### src/rtl/i2s_dac_tx.sv
// Philips I2S transmitter: buffers one mono sample over valid/ready and sends it
// MSB-first in both channel slots, requesting a new sample at every frame start.
module i2s_dac_tx #(
   parameter int WIDTH    = 24,
   parameter int BCLK_DIV = 4,
   parameter int SLOT     = 32
) (
   input  logic             clk,
   input  logic             reset,
   input  logic [WIDTH-1:0] sample_i,
   input  logic             sample_valid_i,
   output logic             sample_ready_o,
   output logic             sample_req_o,
   output logic             underrun_o,
   output logic             bclk_o,
   output logic             lrclk_o,
   output logic             sdata_o
);
   localparam int DW = (BCLK_DIV > 1) ? $clog2(BCLK_DIV) : 1;
   localparam int BW = $clog2(2 * SLOT);
   localparam logic [DW-1:0] DIV_LAST = DW'(BCLK_DIV - 1);
   localparam logic [BW-1:0] BIT_LAST = BW'(2 * SLOT - 1);
   localparam logic [BW-1:0] LR_HI    = BW'(2 * SLOT - 2);
   localparam logic [BW-1:0] SLOT_B   = BW'(SLOT);
   localparam logic [BW-1:0] SLOT_M1  = BW'(SLOT - 1);
   localparam logic [BW-1:0] WIDTH_B  = BW'(WIDTH);

   logic [DW-1:0]    div_cnt_q, div_cnt_d;
   logic [BW-1:0]    bit_cnt_q, bit_cnt_d;
   logic             bclk_q, bclk_d;
   logic             lrclk_q, lrclk_d;
   logic             sdata_q, sdata_d;
   logic             req_q, req_d;
   logic             underrun_q, underrun_d;
   logic             hold_full_q, hold_full_d;
   logic [WIDTH-1:0] hold_q, hold_d;
   logic [WIDTH-1:0] shadow_q, shadow_d;

   logic             div_wrap;
   logic             fall;
   logic             frame_start;
   logic             accept;
   logic [BW-1:0]    b_next;
   logic [BW-1:0]    c;
   logic [WIDTH-1:0] shifted;

   always_comb begin
      div_wrap    = (div_cnt_q == DIV_LAST);
      div_cnt_d   = div_wrap ? '0 : div_cnt_q + DW'(1);
      bclk_d      = div_wrap ? ~bclk_q : bclk_q;
      fall        = div_wrap & bclk_q;
      b_next      = (bit_cnt_q == BIT_LAST) ? '0 : bit_cnt_q + BW'(1);
      bit_cnt_d   = fall ? b_next : bit_cnt_q;
      frame_start = fall & (b_next == '0);
      accept      = sample_valid_i & ~hold_full_q;

      // A sample accepted on the frame-start cycle of an empty buffer waits for the next frame.
      shadow_d    = (frame_start & hold_full_q) ? hold_q : shadow_q;
      hold_d      = accept ? sample_i : hold_q;
      hold_full_d = hold_full_q;
      if (frame_start) hold_full_d = 1'b0;
      if (accept)      hold_full_d = 1'b1;

      req_d      = frame_start;
      underrun_d = frame_start & ~hold_full_q;

      c       = (b_next >= SLOT_B) ? b_next - SLOT_B : b_next;
      shifted = shadow_d << c;
      sdata_d = sdata_q;
      lrclk_d = lrclk_q;
      if (fall) begin
         sdata_d = (c < WIDTH_B) ? shifted[WIDTH-1] : 1'b0;
         lrclk_d = (b_next >= SLOT_M1) && (b_next <= LR_HI);
      end
   end

   always_ff @(posedge clk) begin
      if (reset) begin
         div_cnt_q   <= '0;
         bit_cnt_q   <= BIT_LAST;
         bclk_q      <= 1'b0;
         lrclk_q     <= 1'b0;
         sdata_q     <= 1'b0;
         req_q       <= 1'b0;
         underrun_q  <= 1'b0;
         hold_full_q <= 1'b0;
         hold_q      <= '0;
         shadow_q    <= '0;
      end else begin
         div_cnt_q   <= div_cnt_d;
         bit_cnt_q   <= bit_cnt_d;
         bclk_q      <= bclk_d;
         lrclk_q     <= lrclk_d;
         sdata_q     <= sdata_d;
         req_q       <= req_d;
         underrun_q  <= underrun_d;
         hold_full_q <= hold_full_d;
         hold_q      <= hold_d;
         shadow_q    <= shadow_d;
      end
   end

   assign sample_ready_o = ~hold_full_q;
   assign sample_req_o   = req_q;
   assign underrun_o     = underrun_q;
   assign bclk_o         = bclk_q;
   assign lrclk_o        = lrclk_q;
   assign sdata_o        = sdata_q;

endmodule
### config.mk
export PLATFORM = sky130hd
export DESIGN_NAME = i2s_dac_tx
export DESIGN_NICKNAME = d
export VERILOG_FILES = /design/src/rtl/i2s_dac_tx.sv
export SDC_FILE = /design/constraint.sdc
export NUM_CORES = 1
export LEC_CHECK = 0
export ABC_AREA = 1
export BUFFER_PORTS_ARGS = -buffer_cell sky130_fd_sc_hd__buf_2
export CAP_MARGIN = 10
export CELL_PAD_IN_SITES_DETAIL_PLACEMENT = 1
export CELL_PAD_IN_SITES_GLOBAL_PLACEMENT = 2
export CORE_MARGIN = 8
export CORE_UTILIZATION = 33
export DETAILED_ROUTE_END_ITERATION = 16
export PLACE_DENSITY_LB_ADDON = 0.1
export SLEW_MARGIN = 0
export SYNTH_ARGS = -nofsm -noshare
export SYNTH_HDL_FRONTEND = slang
export SYNTH_SLANG_ARGS = --single-unit
### constraint.sdc
create_clock -name clk -period 2.85 [get_ports clk]
set_clock_uncertainty 0.15 [all_clocks]
set_input_delay 0.1425 -clock clk [delete_from_list [all_inputs] [get_ports clk]]
set_output_delay 0.1425 -clock clk [all_outputs]
set_load 0.01 [all_outputs]
==> flow_summary_export.csv <==
group,metric,value,unit
status,status,"complete, no violations",
timing,worst_slack,0.255,ns
cts,worstSkewPairLatency,0.33,ns
pwr,p_leak,1.50,nW
cts,clk_pin_slew_worst_paths,0.07,ns
routing,ant_nets,0,
timing,period_share,0.910,
placement,gp_congestion,0.786,
yosys,synthFlopType,"dfxtp_1",
yosys,yosys.area.top_type,"dfxtp_1",
routing,dr.pass1.iters,4,
cts,cts_sinks,62,
worst_hold_path,hp-class,"in -> reg",
setup_path,crit_path_frequent_cell,"nand3_1",
setup_path,end_kind,"flip-flop",
yosys,syn_area_per_cell,7.49,sq um
cts,post_cts_buffers,0,
yosys,yosysSeqAreaShare,0.467,
die,start_util,0.342,
setup_path,cpPeakStageDelay,0.38,ns
timing,max-slew-margin-rel,0.493,
timing,max_freq,385,MHz
routing,via_count,2547,
die,die_h,106,microns
yosys,synth_edf_count,0,
routing,initialDrtViolationCount,68,
timing,setup_viol,0,
cts,cts_tree,"done",
final_layout,fin_area,0.00341,sq mm
grt,gr-total-overflow,0,
routing,wirelength,7.55,mm
setup_path,crit_path_start_kind,"flip-flop",
grt,antenna_found_initial,0,
grt,grt_start_max_net_pins,34,
placement,post-dp-hpwl,5.00,mm
yosys,ys_async_sr_fraction,0,
timing,tns,0,ns
pwr,total_power,1.87,mW
setup_path,cp.arrival,2.68,ns
setup_path,path_cells,"ha_1 > xnor2_2 > nand3_2 > nor2_8 > nand3_2 > nand2_1 > nand3_1 > nand3_1 > nand3_1 > nand3_1 > nand3_1 > nand2_1 > nand2_1",
timing,holdWs,0.0460,ns
setup_path,crit_path_max_fanout,8,
routing,wl_per_cell,14.5,microns
timing,tightest_slew,0.760,ns
final_layout,antennaDiodeCount,0,
yosys,ys_seq_elements,62,
timing,min_period,2.59,ns
die,die_area,0.0112,sq mm
yosys,yosysWarnings,0,
final_layout,nNetsFinal,445,
yosys,syn_inst,355,
placement,pre_cts_ws,0.0999,ns
cts,htreeDepth,3,
yosys,synth_top_area_share,0.467,
placement,placed_cell_area,0.00291,sq mm
setup_path,critPathRequiredTime,2.93,ns
cts,clockBufferDepth,2,
placement,numPortBuffers,32,
routing,drc,0,
run,drv_cap,0,
die,pin_count,33,
yosys,syn-num-nets,387,
yosys,synth_area,0.00266,sq mm
setup_path,cpMaxStageDelayCell,"xnor2_2",
setup_path,critPathKind,"reg -> reg",
yosys,synth.distinct_cells,27,
timing,rsz0062_at_grt,"false",
cts,cts_inserted_buffers,9,
yosys,yosys-top-cells-area,"dfxtp_1 (47%), nor2_1 (9.6%), nand3_1 (7.7%)",
grt,first_global_vias,2679,
timing,hold_viol_final,0,
die,fp.coreArea,0.00777,sq mm
pwr,vdd_ir_drop_max,0.000226,V
grt,grtUsageTotal,0.139,
die,die_w,106,microns
cts,cts-root-buf,"clkbuf_8",
pwr,powerDensity,549,mW/mm^2
die,num_rows,32,
final_layout,fillers,965,
routing,vias_per_cell,4.90,
final_layout,syn2layout_area_growth,28.2,%
grt,grt_pass1_wl,12.8,mm
timing,final-max-slew-violation-count,0,
final_layout,drive_gt1_frac,0.165,
critical path, delay by kind of cell (launching register included):
kind / cells / cell delay, ns
fa+ha+maj: 1 / 0.26
flops: 1 / 0.37
simple gates: 11 / 1.34
xor+xnor: 1 / 0.38
metal layers:
layer / share of wire / vias to the layer above / track usage
met1: 0.47 / 1199 / 0.163
met5: 0 / - / 0
met3: 0.031 / 7 / 0.0359
met2: 0.49 / 34 / 0.241
met4: 0.011 / 0 / 0.0482
li1: - / 1307 / -
synth_stat cells, types with 2 or more instances:
master / number
nor2_1: 68
dfxtp_1: 62
nand2_1: 50
nand3_1: 41
o21ai_0: 25
inv_1: 23
a21oi_1: 19
nand4_1: 18
clkbuf_1: 11
o21ai_1: 7
ha_1: 5
buf_2: 4
a22oi_1: 3
buf_1: 3
nor3_1: 3
buf_6: 2
kinds of logic (layout without fill, tap and decap cells):
| logic type | Yosys count | count (layout) | share of synthesized area |
|---|---|---|---|
| buffers and inverters | 43 | 104 | 0.0682 |
| adder cells (fa/ha/maj) | 5 | 5 | 0.0235 |
| AND/OR/NAND/NOR | 187 | 189 | 0.321 |
| AO/OA/AOI/OAI | 57 | 57 | 0.114 |
| flip-flops | 62 | 62 | 0.467 |
| XOR/XNOR | 1 | 1 | 0.00612 |
cells in the final DEF, fill, tap and decap left out:
cell            n
nand2_1        49
dfxtp_1        61
a32o_1          1
clkbuf_8       11
clkinvlp_4      3
nor3_1          3
nand2_2         2
buf_4           8
bufinv_16       1
nand3_2         2
nor2_4          1
dlygate4sd3_1  25
clkinv_2        1
dfxtp_2         1
inv_1          23
o21ai_1         5
o21ai_0        25
o211ai_1        1
nand4_1        18
xnor2_2         1
ha_1            5
nor3b_1         1
a21oi_1        19
buf_2          32
a22oi_1         3
nand3_1        41
nor2_1         68
o21ai_2         3
nor2_8          1
nor4_1          1
nand3_4         2
where the power goes:
| group | leakage (nW) | switching, mW | total, mW | internal, mW |
|---|---|---|---|---|
| Sequential | 0.506 | 0.0208 | 0.921 | 0.900 |
| Combinational | 0.898 | 0.0848 | 0.154 | 0.0692 |
| Clock | 0.0976 | 0.348 | 0.798 | 0.450 |
flip-flops by register name, summed over array words and instances, names as in the netlist:
name / cells
underrun_o: 1
sample_req_o: 1
bit_cnt_q: 6
bclk_o: 1
sdata_o: 1
shadow_q: 24
hold_q: 24
hold_full_q: 1
lrclk_o: 1
div_cnt_q: 2
repair_timing:
item | 4_1_cts | 5_1_grt
resized for setup | 0 | 5
endpoints found under the setup margin | 0 | 1
endpoints found under the hold margin | 25 | 0
hold buffers | 25 | 0
final cells by class:
cell class                 count  area [sq um]  area share
clock buffer                  11           151      0.0444
timing repair buffer          65           470       0.138
clock inverter                 5          57.6      0.0169
sequential                    62          1240       0.364
multi-input combinational    252          1270       0.374
tap                          102           128      0.0374
inverter                      23          86.3      0.0253
path summary, 6_finish.rpt:
kind         cells past startpoint          from  slack [ns]      endpoint
min                              2         reset        0.05  shadow_q[16]
max                             13  bit_cnt_q[1]        0.26       sdata_o
min reg2reg                      1  div_cnt_q[0]        0.28  div_cnt_q[0]
max reg2reg                     13  bit_cnt_q[1]        0.26       sdata_o
through the flow:
step / util / instances
after floorplan: - / 355
after global placement: 0.375 / 477
after detailed placement: 0.375 / 477
after CTS: 0.434 / 518
after global routing: 0.439 / 520
final: 0.439 / 520
Power figures use the tool's default switching activity.
